[src/rtl/univ_shift_pkg.sv]
// rtl/univ_shift_pkg.sv - mode encodings shared by the universal shift register and its cells
package univ_shift_pkg;

   typedef enum logic [1:0] {
      MODE_HOLD = 2'b00,
      MODE_SHR  = 2'b01,
      MODE_SHL  = 2'b10,
      MODE_LOAD = 2'b11
   } mode_t;

endpackage

[src/rtl/sr_cell.sv]
// rtl/sr_cell.sv - one register bit: 4:1 next-value mux into a sync-reset, enabled flip-flop
module sr_cell
   import univ_shift_pkg::*;
#(
   parameter logic RESET_BIT = 1'b0
) (
   input  logic  clk,
   input  logic  reset,
   input  logic  en,
   input  mode_t sel,
   input  logic  right_in,
   input  logic  left_in,
   input  logic  d_in,
   output logic  q
);

   logic w_next;
   logic r_q;

   always_comb begin
      w_next = r_q;
      case (sel)
         MODE_HOLD: w_next = r_q;
         MODE_SHR:  w_next = right_in;
         MODE_SHL:  w_next = left_in;
         MODE_LOAD: w_next = d_in;
         default:   w_next = r_q;
      endcase
   end

   always_ff @(posedge clk) begin
      if (reset) begin
         r_q <= RESET_BIT;
      end else if (en) begin
         r_q <= w_next;
      end
   end

   assign q = r_q;

endmodule

[src/rtl/univ_shift_reg.sv]
// rtl/univ_shift_reg.sv - universal shift register with saturating shift counter; optional qbar via UNIV_SHIFT_REG_QBAR_EN
module univ_shift_reg
   import univ_shift_pkg::*;
#(
   parameter int                WIDTH     = 8,
   parameter logic [WIDTH-1:0]  RESET_VAL = '0,
   localparam int               CNT_W     = $clog2(WIDTH + 1)
) (
   input  logic             clk,
   input  logic             reset,
   input  logic             en,
   input  logic [1:0]       mode,
   input  logic [WIDTH-1:0] d,
   input  logic             sin_r,
   input  logic             sin_l,
   output logic [WIDTH-1:0] q,
   output logic             sout_r,
   output logic             sout_l,
   output logic [CNT_W-1:0] shift_cnt,
   output logic             drained
`ifdef UNIV_SHIFT_REG_QBAR_EN
   ,
   output logic [WIDTH-1:0] qbar
`endif
);

   localparam logic [CNT_W-1:0] CNT_MAX = CNT_W'(WIDTH);

   mode_t            w_mode;
   logic [WIDTH-1:0] w_q;
   logic [WIDTH-1:0] w_right;
   logic [WIDTH-1:0] w_left;
   logic             w_shift;
   logic [CNT_W-1:0] r_shift_cnt;

   assign w_mode = mode_t'(mode);

   // Bit i takes q[i+1] on shift right and q[i-1] on shift left; the ends take the serial inputs.
   assign w_right = {sin_r, w_q[WIDTH-1:1]};
   assign w_left  = {w_q[WIDTH-2:0], sin_l};

   for (genvar i = 0; i < WIDTH; i++) begin : g_cell
      sr_cell #(
         .RESET_BIT (RESET_VAL[i])
      ) u_cell (
         .clk      (clk),
         .reset    (reset),
         .en       (en),
         .sel      (w_mode),
         .right_in (w_right[i]),
         .left_in  (w_left[i]),
         .d_in     (d[i]),
         .q        (w_q[i])
      );
   end

   assign w_shift = (w_mode == MODE_SHR) || (w_mode == MODE_SHL);

   always_ff @(posedge clk) begin
      if (reset) begin
         r_shift_cnt <= '0;
      end else if (en) begin
         if (w_mode == MODE_LOAD) begin
            r_shift_cnt <= '0;
         end else if (w_shift && (r_shift_cnt != CNT_MAX)) begin
            r_shift_cnt <= r_shift_cnt + 1'b1;
         end
      end
   end

   assign q         = w_q;
   assign sout_r    = w_q[0];
   assign sout_l    = w_q[WIDTH-1];
   assign shift_cnt = r_shift_cnt;
   assign drained   = (r_shift_cnt == CNT_MAX);

`ifdef UNIV_SHIFT_REG_QBAR_EN
   assign qbar = ~w_q;
`endif

endmodule

[config.mk]
export PLATFORM = sky130hd
export DESIGN_NAME = univ_shift_reg
export DESIGN_NICKNAME = d
export VERILOG_FILES = /design/src/rtl/univ_shift_pkg.sv /design/src/rtl/sr_cell.sv /design/src/rtl/univ_shift_reg.sv
export SDC_FILE = /design/constraint.sdc
export NUM_CORES = 1
export LEC_CHECK = 0
export ABC_CLOCK_PERIOD_IN_PS = 2100
export BUFFER_PORTS_ARGS = -buffer_cell sky130_fd_sc_hd__buf_4
export CORE_MARGIN = 8
export CORE_UTILIZATION = 31
export CTS_BUF_LIST = sky130_fd_sc_hd__clkbuf_4
export DETAILED_ROUTE_END_ITERATION = 10
export HOLD_SLACK_MARGIN = 0.03
export PLACE_DENSITY = 0.52
export SLEW_MARGIN = 10
export SYNTH_ARGS = -nofsm -noshare
export SYNTH_HDL_FRONTEND = slang
export SYNTH_SLANG_ARGS = --single-unit
[constraint.sdc]
create_clock -name clk -period 2.1 [get_ports clk]
set_input_delay 0.525 -clock clk [delete_from_list [all_inputs] [get_ports clk]]
set_output_delay 0.525 -clock clk [all_outputs]
set_load 0.01 [all_outputs]
# After elaboration in Yosys (flattened, before gate mapping)
# Cells that the tools add are included.
# word_totals
out_inout_bits	15
ff_bits	12
input_bits	15
# classes
mux	10
add_sub_neg	1
reduce_logical	6
n_eq_ne	5
n_bitwise	1
# ops
cell	n
one-hot mux 1 bit (3 select lines)	8
2-to-1 mux 4 bit	2
adder 4 x 1 -> 4 bit, second input constant	1
== test 2 bit, second input constant	2
== test 4 bit, second input constant	1
inequality test 4 bit, second input constant	1
AND reduction 2 bit	2
== test 2 x 1 -> 1 bit, second input constant	1
zero test 2 bit	1
nonzero test 2 bit	1
logical AND 1 bit	1
logical OR 1 bit	1
NOT 1 bit	1

# Depth between registers and ports, before layout
# Gate-level depths: netlist of run 1.
# depth
depth_word	5
mapped_depth	7
depth_no_buf	5

# Hierarchy
# From an unflattened synthesis of run 1, not the netlist that was laid out.
# hier_totals
cells_unflattened	88
hier_area_um2	829.5
# by_module_without_submodules
module	instances	cells_per_inst	area_each_um2
sr_cell	8	7	70.1
univ_shift_reg	1	32	269.0

# Least setup slack after synthesis of run 1
# Ideal clock, no wire load.
# synth_path
path_kind	input to register
from	input port mode[0]
to	register r_shift_cnt[2], in the netlist shift_cnt[2]
stages	5
setup_ns	0.070
slack_ns	0.484
arrival_time_ns	1.545
cell_sequence	inv_1 -> ha_1 -> nand2_1 -> or4b_1 -> a21oi_1
# synth_between
elab_chain_cells	5
elab_cells_between_ends	8
cone_classes	3 x eq/ne; 1 x mux; 4 x reduce/logical
# synth_rtl
element	line_no	source
start: declaration	univ_shift_reg.sv:12	input logic [1:0] mode,
== test 2 x 1 -> 1 bit / == test 2 bit (equally long branches)	univ_shift_reg.sv:57	assign w_shift = (w_mode == MODE_SHR) || (w_mode == MODE_SHL);
logical OR 1 bit	univ_shift_reg.sv:57	
logical AND 1 bit	univ_shift_reg.sv:65	end else if (w_shift && (r_shift_cnt != CNT_MAX)) begin
nonzero test 2 bit (no line)	--	
AND reduction 2 bit (no line)	--	
end signal: assignment	univ_shift_reg.sv:66	r_shift_cnt <= r_shift_cnt + 1'b1;
end: declaration	univ_shift_reg.sv:34	logic [CNT_W-1:0] r_shift_cnt;
# Parallel ways exist; a longest one is shown, timed or not.
# A chain may end at the register's enable or synchronous reset.

# Final worst setup path of run 1
# layout_path
from	register r_shift_cnt[0], in the netlist shift_cnt[0]
to	output port drained
# layout_between
elab_chain_cells	1
# layout_rtl
element	line_no	source
== test 4 bit	univ_shift_reg.sv:75	assign drained = (r_shift_cnt == CNT_MAX);
end: declaration	univ_shift_reg.sv:20	output logic drained
# No other way between the ends.

==> results of run 1 <==
Yosys cell counts, types with 2 or more instances:
cell type                  instances
sky130_fd_sc_hd__a22oi_1           8
sky130_fd_sc_hd__inv_1             6
sky130_fd_sc_hd__o21ai_0           4
sky130_fd_sc_hd__nor2_1            9
sky130_fd_sc_hd__nor3_1            2
sky130_fd_sc_hd__nand2_1           9
sky130_fd_sc_hd__nand4_1           2
sky130_fd_sc_hd__clkbuf_1          2
sky130_fd_sc_hd__a21oi_1           4
sky130_fd_sc_hd__a311oi_1          8
sky130_fd_sc_hd__ha_1              5
sky130_fd_sc_hd__dfxtp_1          12
sky130_fd_sc_hd__buf_4             9
flip-flops by register name, indices dropped and copies added, names as in the netlist:
name and count:
g_cell.u_cell.q 8, shift_cnt 4
power breakdown:
group / leakage, uW / internal (uW) / total (uW) / switching [uW]
clock: 0.0000154 / 68.6 / 144 / 75.8
combinational: 0.000300 / 63.9 / 126 / 62.4
sequential: 0.0000986 / 242 / 258 / 16.3
cells by family after synthesis:
group / share of synthesized area [%]
AO/OA/AOI/OAI: 24.8
AND/OR/NAND/NOR: 19.6
flip-flops: 32.1
buffers and inverters: 15.2
adder cells (fa/ha/maj): 8.36
metal layers:
metal	wire length [um]	track usage, %	share of wire [%]
met2	938	16.3	45
met5	0	0	0
met3	204	4.59	9.9
met1	911	11.7	44
met4	12	4.09	0.58
metrics by stage:
stage / std cells / setup slack [ns] / instance area, um2 / utilization (%)
finish: 143 / 0.204 / 953 / 39.9
global route: 143 / 0.0859 / 953 / 39.9
CTS: 143 / 0.190 / 953 / 39.9
detailed placement: 139 / 0.271 / 927 / 38.8
global placement: 139 / 0.327 / 927 / 38.8
floorplan: 91 / 0.484 / 748 / -
critical path: stages, from the launching register on:
cell and delay (ns):
sky130_fd_sc_hd__dfxtp_1 0.45, sky130_fd_sc_hd__inv_1 0.09, sky130_fd_sc_hd__ha_1 0.22, sky130_fd_sc_hd__nand3b_1 0.15, sky130_fd_sc_hd__inv_1 0.06, sky130_fd_sc_hd__buf_4 0.14
layout make-up:
class                           instances  area share, %
Timing Repair Buffer                   31           24.4
Multi-Input combinational cell         60           41.3
Inverter                                6           2.36
Sequential cell                        12           25.2
Tap cell                               30           3.94
Clock buffer                            3           2.36
Clock inverter                          1          0.394
path summary, 6_finish.rpt:
path	start	endpoint	cells after the start
worst max-delay path	shift_cnt[0]	drained	5
worst min register to register	g_cell[2].u_cell.q	g_cell[1].u_cell.q	2
worst max register to register	shift_cnt[0]	shift_cnt[2]	5
worst min-delay path	g_cell[2].u_cell.q	g_cell[1].u_cell.q	2
==> results.txt, run 1 <==
----------------------------------------------------
[Run status]
  Status ... finished clean

[Synthesis]
  Biggest area contributors in the synthesized netlist ... sky130_fd_sc_hd__dfxtp_1, sky130_fd_sc_hd__a311oi_1, sky130_fd_sc_hd__buf_4, sky130_fd_sc_hd__ha_1, sky130_fd_sc_hd__a22oi_1
  Mean instance size in the synthesized netlist ... 8.22 um2
  Post-synthesis cell type with the largest combined area ... sky130_fd_sc_hd__dfxtp_1
  Number of distinct library cells after synthesis ... 24
  Cell count after synthesis ... 91
  Ys async rst share ... 0%
  Sequential-to-total area share from yosys stat ... 32.1%
  Post-synth EDFFs ... 0
  Mapped cell area ... 748 um2
  Share of Yosys cell area claimed by the top area cell type ... 32.1%
  Post-synth net total ... 111
  Synthesis-stage register bit count ... 12
  Prevailing post-synth register cell ... sky130_fd_sc_hd__dfxtp_1
  Number of warnings printed during yosys synthesis ... 0

[Global routing]
  Total congestion overflow ... 0
  Vias in the first global route ... 754
  Antenna violations before repair ... 0
  GRT Total Usage ... 10.2%
  Pin count of the biggest net entering global routing ... 17
  First-pass GRT wire length ... 3.47 mm

[Timing]
  Final-report hold violation count ... 0
  Number of max-slew violations in the final report ... 0
  Final cycle utilization of the critical path ... 90.3%
  Worst-Margin Slew ... 0.507 ns
  Fin Hold WS ... 0.516 ns
  Largest clock skew in the final design ... 0.00487 ns
  Final critical delay including setup and external delays ... 1.90 ns
  Unrepaired setup endpoints after global routing ... false
  Number of endpoints failing setup at the final stage ... 0
  Slew HR ... 66.2%
  Setup TNS ... 0 ns
  Achievable clock frequency ... 0.527 GHz

[Clocking]
  Clock slew at reported path FFs ... 0.08 ns
  Post-CTS Repair Setup Buffers ... 0
  Root buffer cell ... sky130_fd_sc_hd__clkbuf_4
  Clk buf depth ... 2
  Post-cts sizing count ... 0
  Number of buffers inserted for hold repair after clock tree synthesis ... 0
  TritonCTS clock tree ... built
  CTS HTree Levels ... 1
  Clock latency on the worst-skew pair ... 0.27 ns
  CTS Sinks ... 12
  Total clock buffers created by CTS ... 3

[Die]
  Number of top-level pins ... 30
  Full die area ... 4240 um2
  Number of standard-cell rows in the floorplan ... 18
  Floorplan die height ... 65.1 um
  Core Area ... 2390 um2
  Effective utilization at floorplan ... 31.3%
  Die Span X ... 65.1 um

[Placed design]
  Weighted congestion at the end of routability-driven global placement ... 0.754
  HPWL Detailed ... 1.58 mm
  Port-buffer cells ... 29

[Cells and area]
  Fill count ... 272
  Count of nets after finishing ... 134
  Most common library cell in the layout ignoring fill and taps ... sky130_fd_sc_hd__buf_4
  Area occupied by multi-input gates ... 394 um2
  Antenna fix cells ... 0
  P&R area growth vs syn ... 27.4%
  Sequential cell area ... 240 um2
  Commonest cells after routing, fill and taps aside ... sky130_fd_sc_hd__buf_4, sky130_fd_sc_hd__dfxtp_1, sky130_fd_sc_hd__nor2_1, sky130_fd_sc_hd__nand2_1
  Fraction of layout instances using a drive strength above 1 ... 31.0%

[Critical path]
  Worst EP arrival ... 1.37 ns
  Critical Path Source Type ... register
  Kind of capture point of the worst setup path ... output port
  Required time reported for the critical path endpoint ... 1.57 ns
  Setup Crit Path Kind ... register to output port
  Largest fanout on the critical path ... 6
  R2r setup slk ... 0.54 ns

[Pwr]
  P per Cell Area ... 554 nW/um2
  Leakage power summed over all cells ... 0.000414 uW
  Total power ... 529 uW
  Maximum ir drop on the vdd rail ... 295 uV

[Drt]
  Router iterations before antenna repair ... 4
  Average wire per standard cell ... 14.5 um
  Initial DRC Count ... 35
  DRT antenna net count ... 0
  Via count ... 748
  DRC ... 0
  DR vias/cell ... 5.23
  Drt total wl ... 2.07 mm

[Hold path]
  Type of the worst min-delay path ... register to register

[Run]
  Max Cap Viol ... 0

----------------------------------------------------
Power figures use the tool's default switching activity.
==> inputs of run 2 (changes only) <==
--- a/config.mk
+++ b/config.mk
@@ -9,9 +9,9 @@
 export BUFFER_PORTS_ARGS = -buffer_cell sky130_fd_sc_hd__buf_4
 export CORE_MARGIN = 8
-export CORE_UTILIZATION = 31
+export CORE_UTILIZATION = 35
 export CTS_BUF_LIST = sky130_fd_sc_hd__clkbuf_4
 export DETAILED_ROUTE_END_ITERATION = 10
 export HOLD_SLACK_MARGIN = 0.03
-export PLACE_DENSITY = 0.52
+export PLACE_DENSITY = 0.58
 export SLEW_MARGIN = 10
 export SYNTH_ARGS = -nofsm -noshare
==> constraint.sdc (replaced) <==
create_clock -name clk -period 2.1 [get_ports clk]
set_input_delay 0.525 -clock clk [delete_from_list [all_inputs] [get_ports clk]]
set_output_delay 0.525 -clock clk [all_outputs]
set_load 0.1 [all_outputs]
==> run 2 against run 1 <==
Against the previous run:
- worst hold slack worse by 0.0059 ns
- power up 23%
- clock power about the same
- sequential power about the same
- critical path type unchanged
- largest cell class unchanged
- highest routed layer unchanged
==> results.txt, run 2 (synthesized netlist as in run 1, its figures left out) <==
----------------------------------------------------
[Clocking]
  CTS HTree Levels ... 1 (unchanged)
  TritonCTS clock tree ... built
  Total clock buffers created by CTS ... 3 (unchanged)
  Clock slew at reported path FFs ... 0.08 ns (about the same)
  Clock latency on the worst-skew pair ... 0.27 ns (about the same)
  Post-cts sizing count ... 0 (unchanged)
  CTS Sinks ... 12 (unchanged)
  Number of buffers inserted for hold repair after clock tree synthesis ... 0 (unchanged)
  Clk buf depth ... 2 (unchanged)
  Post-CTS Repair Setup Buffers ... 0 (unchanged)
  Root buffer cell ... sky130_fd_sc_hd__clkbuf_4

[Drt]
  Drt total wl ... 1.88 mm (-9.0%)
  Average wire per standard cell ... 13.2 um (-9.0%)
  Router iterations before antenna repair ... 5 (+1)
  DR vias/cell ... 4.97 (-5.1%)
  Via count ... 710 (-5.1%)
  DRC ... 0 (unchanged)
  Initial DRC Count ... 21 (-40%)
  DRT antenna net count ... 0 (unchanged)

[Placed design]
  Weighted congestion at the end of routability-driven global placement ... 0.747 (-0.96%)
  HPWL Detailed ... 1.46 mm (-7.4%)
  Port-buffer cells ... 29 (unchanged)
  Number of placed cells counting well taps ... 139 (unchanged)

[Die]
  Number of standard-cell rows in the floorplan ... 16 (-2)
  Number of top-level pins ... 30 (unchanged)
  Full die area ... 3870 um2 (-8.7%)
  Die Span X ... 62.2 um (-4.4%)
  Effective utilization at floorplan ... 37.8% (+6.4 points)
  Floorplan die height ... 62.2 um (-4.4%)
  Core Area ... 1980 um2 (-17%)

[Critical path]
  Largest stage delay on the critical path ... 0.36 ns (-0.09 ns)
  Required time reported for the critical path endpoint ... 1.57 ns (about the same)
  Critical Path Source Type ... register
  Buf/Inv on CP ... 3 (unchanged)
  Slowest CP cell ... sky130_fd_sc_hd__dfxtp_4
  Worst EP arrival ... 1.46 ns (+0.09 ns)
  Largest fanout on the critical path ... 6 (unchanged)
  Worst path top cell family by delay ... buffers and inverters
  Kind of capture point of the worst setup path ... output port
  Cells traversed along the worst timing path ... inv_1 -> ha_1 -> nand3b_1 -> clkinvlp_4 -> buf_4
  Setup Crit Path Kind ... register to output port

[Timing]
  Number of endpoints failing setup at the final stage ... 0 (unchanged)
  Number of max-slew violations in the final report ... 0 (unchanged)
  Setup TNS ... 0 ns (unchanged)
  Unrepaired setup endpoints after global routing ... false
  Final-report hold violation count ... 0 (unchanged)
  Achievable clock frequency ... 0.503 GHz (-4.6%)
  Final cycle utilization of the critical path ... 94.7% (+4.4 points)
  Largest clock skew in the final design ... 0.00510 ns (+0.000236 ns)
  Final critical delay including setup and external delays ... 1.99 ns (+0.0919 ns)
  Slew HR ... 77.4% (+11 points)
  Worst-Margin Slew ... 0.340 ns (-0.167 ns)

[Global routing]
  GRT Total Usage ... 10.0% (-0.17 points)
  Vias in the first global route ... 720 (-4.5%)
  First-pass GRT wire length ... 3.24 mm (-6.7%)
  Antenna violations before repair ... 0 (unchanged)
  Pin count of the biggest net entering global routing ... 17 (unchanged)
  Total congestion overflow ... 0 (unchanged)

[Cells and area]
  Non-Filler Instances ... 143 (unchanged)
  Most common library cell in the layout ignoring fill and taps ... sky130_fd_sc_hd__buf_4
  Number of flip-flops in the largest register ... 8 (unchanged)
  Commonest cells after routing, fill and taps aside ... sky130_fd_sc_hd__buf_4, sky130_fd_sc_hd__nor2_1, sky130_fd_sc_hd__nand2_1
  P&R area growth vs syn ... 31.8%
  Fraction of the core area covered by cells at the end of the flow ... 49.7% (+9.8 points)
  Count of nets after finishing ... 137 (+2.2%)
  Antenna fix cells ... 0 (unchanged)
  Fraction of layout instances using a drive strength above 1 ... 37.1% (+6.1 points)

[Pwr]
  Portion of total power attributed to the clock network ... 22.5% (-4.8 points)
  Leakage power summed over all cells ... 0.000421 uW (+1.7%)
  P per Cell Area ... 657 nW/um2 (+19%)
  Net load switching power ... 270 uW (+75%)
  Cell internal pwr ... 378 uW (+1.1%)
  Maximum ir drop on the vdd rail ... 460 uV (+56%)
  Combinational share of power ... 37.9% (+14 points)
  Switching power share of the total ... 41.6% (+12 points)
  Part of the total power dissipated in sequential elements ... 39.6% (-9.2 points)

[Run]
  Max Cap Viol ... 0 (unchanged)

[Run status]
  Status ... finished clean

[Hold path]
  Type of the worst min-delay path ... primary input to register

----------------------------------------------------
## run 2: changes by cell type in the layout (fill, tap and decap cells not counted)
cell / previous run / this run
sky130_fd_sc_hd__dfxtp_2: 0 / 2
sky130_fd_sc_hd__inv_1: 6 / 5
sky130_fd_sc_hd__dfxtp_1: 12 / 8
sky130_fd_sc_hd__dfxtp_4: 0 / 2
sky130_fd_sc_hd__clkinvlp_4: 0 / 1
sky130_fd_sc_hd__buf_4: 31 / 34
## run 2: power groups by stage
stage | combinational [uW] | clock (uW) | sequential, uW
floorplan | 162 | 0 | 295
global placement | 247 | 0 | 261
detailed placement | 247 | 0 | 262
CTS | 247 | 155 | 256
global route | 261 | 167 | 260
finish | 246 | 146 | 257
## run 2: final cells by class
type	instances	area [um2]
repair buffers	34	255
multi-input cells	60	394
well taps	27	33.8
clock buffers	3	22.5
fillers	193	996
inverters	6	26.3
clock inverters	1	3.75
flip-flops and latches	12	250
## run 2: worst paths after layout
kind / startpoint / endpoint / slack, ns / depth (start not counted)
hold reg to reg: shift_cnt[2] / shift_cnt[2] / 0.51 / 2
setup / recovery: shift_cnt[0] / drained / 0.11 / 5
setup reg to reg: shift_cnt[0] / shift_cnt[2] / 0.60 / 5
hold / removal: reset / shift_cnt[2] / 0.51 / 2
## run 2: metrics by stage
stage / hold slack, ns / power [uW] / cell area [um2] / setup WS, ns
floorplan: 0.475 / 457 / 762 / 0.116
global placement: 0.492 / 508 / 960 / 0.330
detailed placement: 0.505 / 509 / 960 / 0.301
CTS: 0.499 / 659 / 986 / 0.0932
global route: 0.502 / 688 / 986 / 0.0320
finish: 0.510 / 648 / 986 / 0.112
## run 2: layer usage
layer / global-route usage (%) / wire length (um) / up-vias
met2: 14.9 / 831 / 18
li1: - / - / 373
met3: 4.84 / 118 / 2
met5: 0 / 0 / -
met4: 2.62 / 14 / 0
met1: 12.5 / 917 / 317
## run 2: worst register-to-register path: stages (launching register included)
cell                       delay [ns]
sky130_fd_sc_hd__dfxtp_4         0.37
sky130_fd_sc_hd__inv_1           0.06
sky130_fd_sc_hd__ha_1            0.20
sky130_fd_sc_hd__nand3b_1        0.21
sky130_fd_sc_hd__or4b_1          0.46
sky130_fd_sc_hd__a21oi_1         0.14
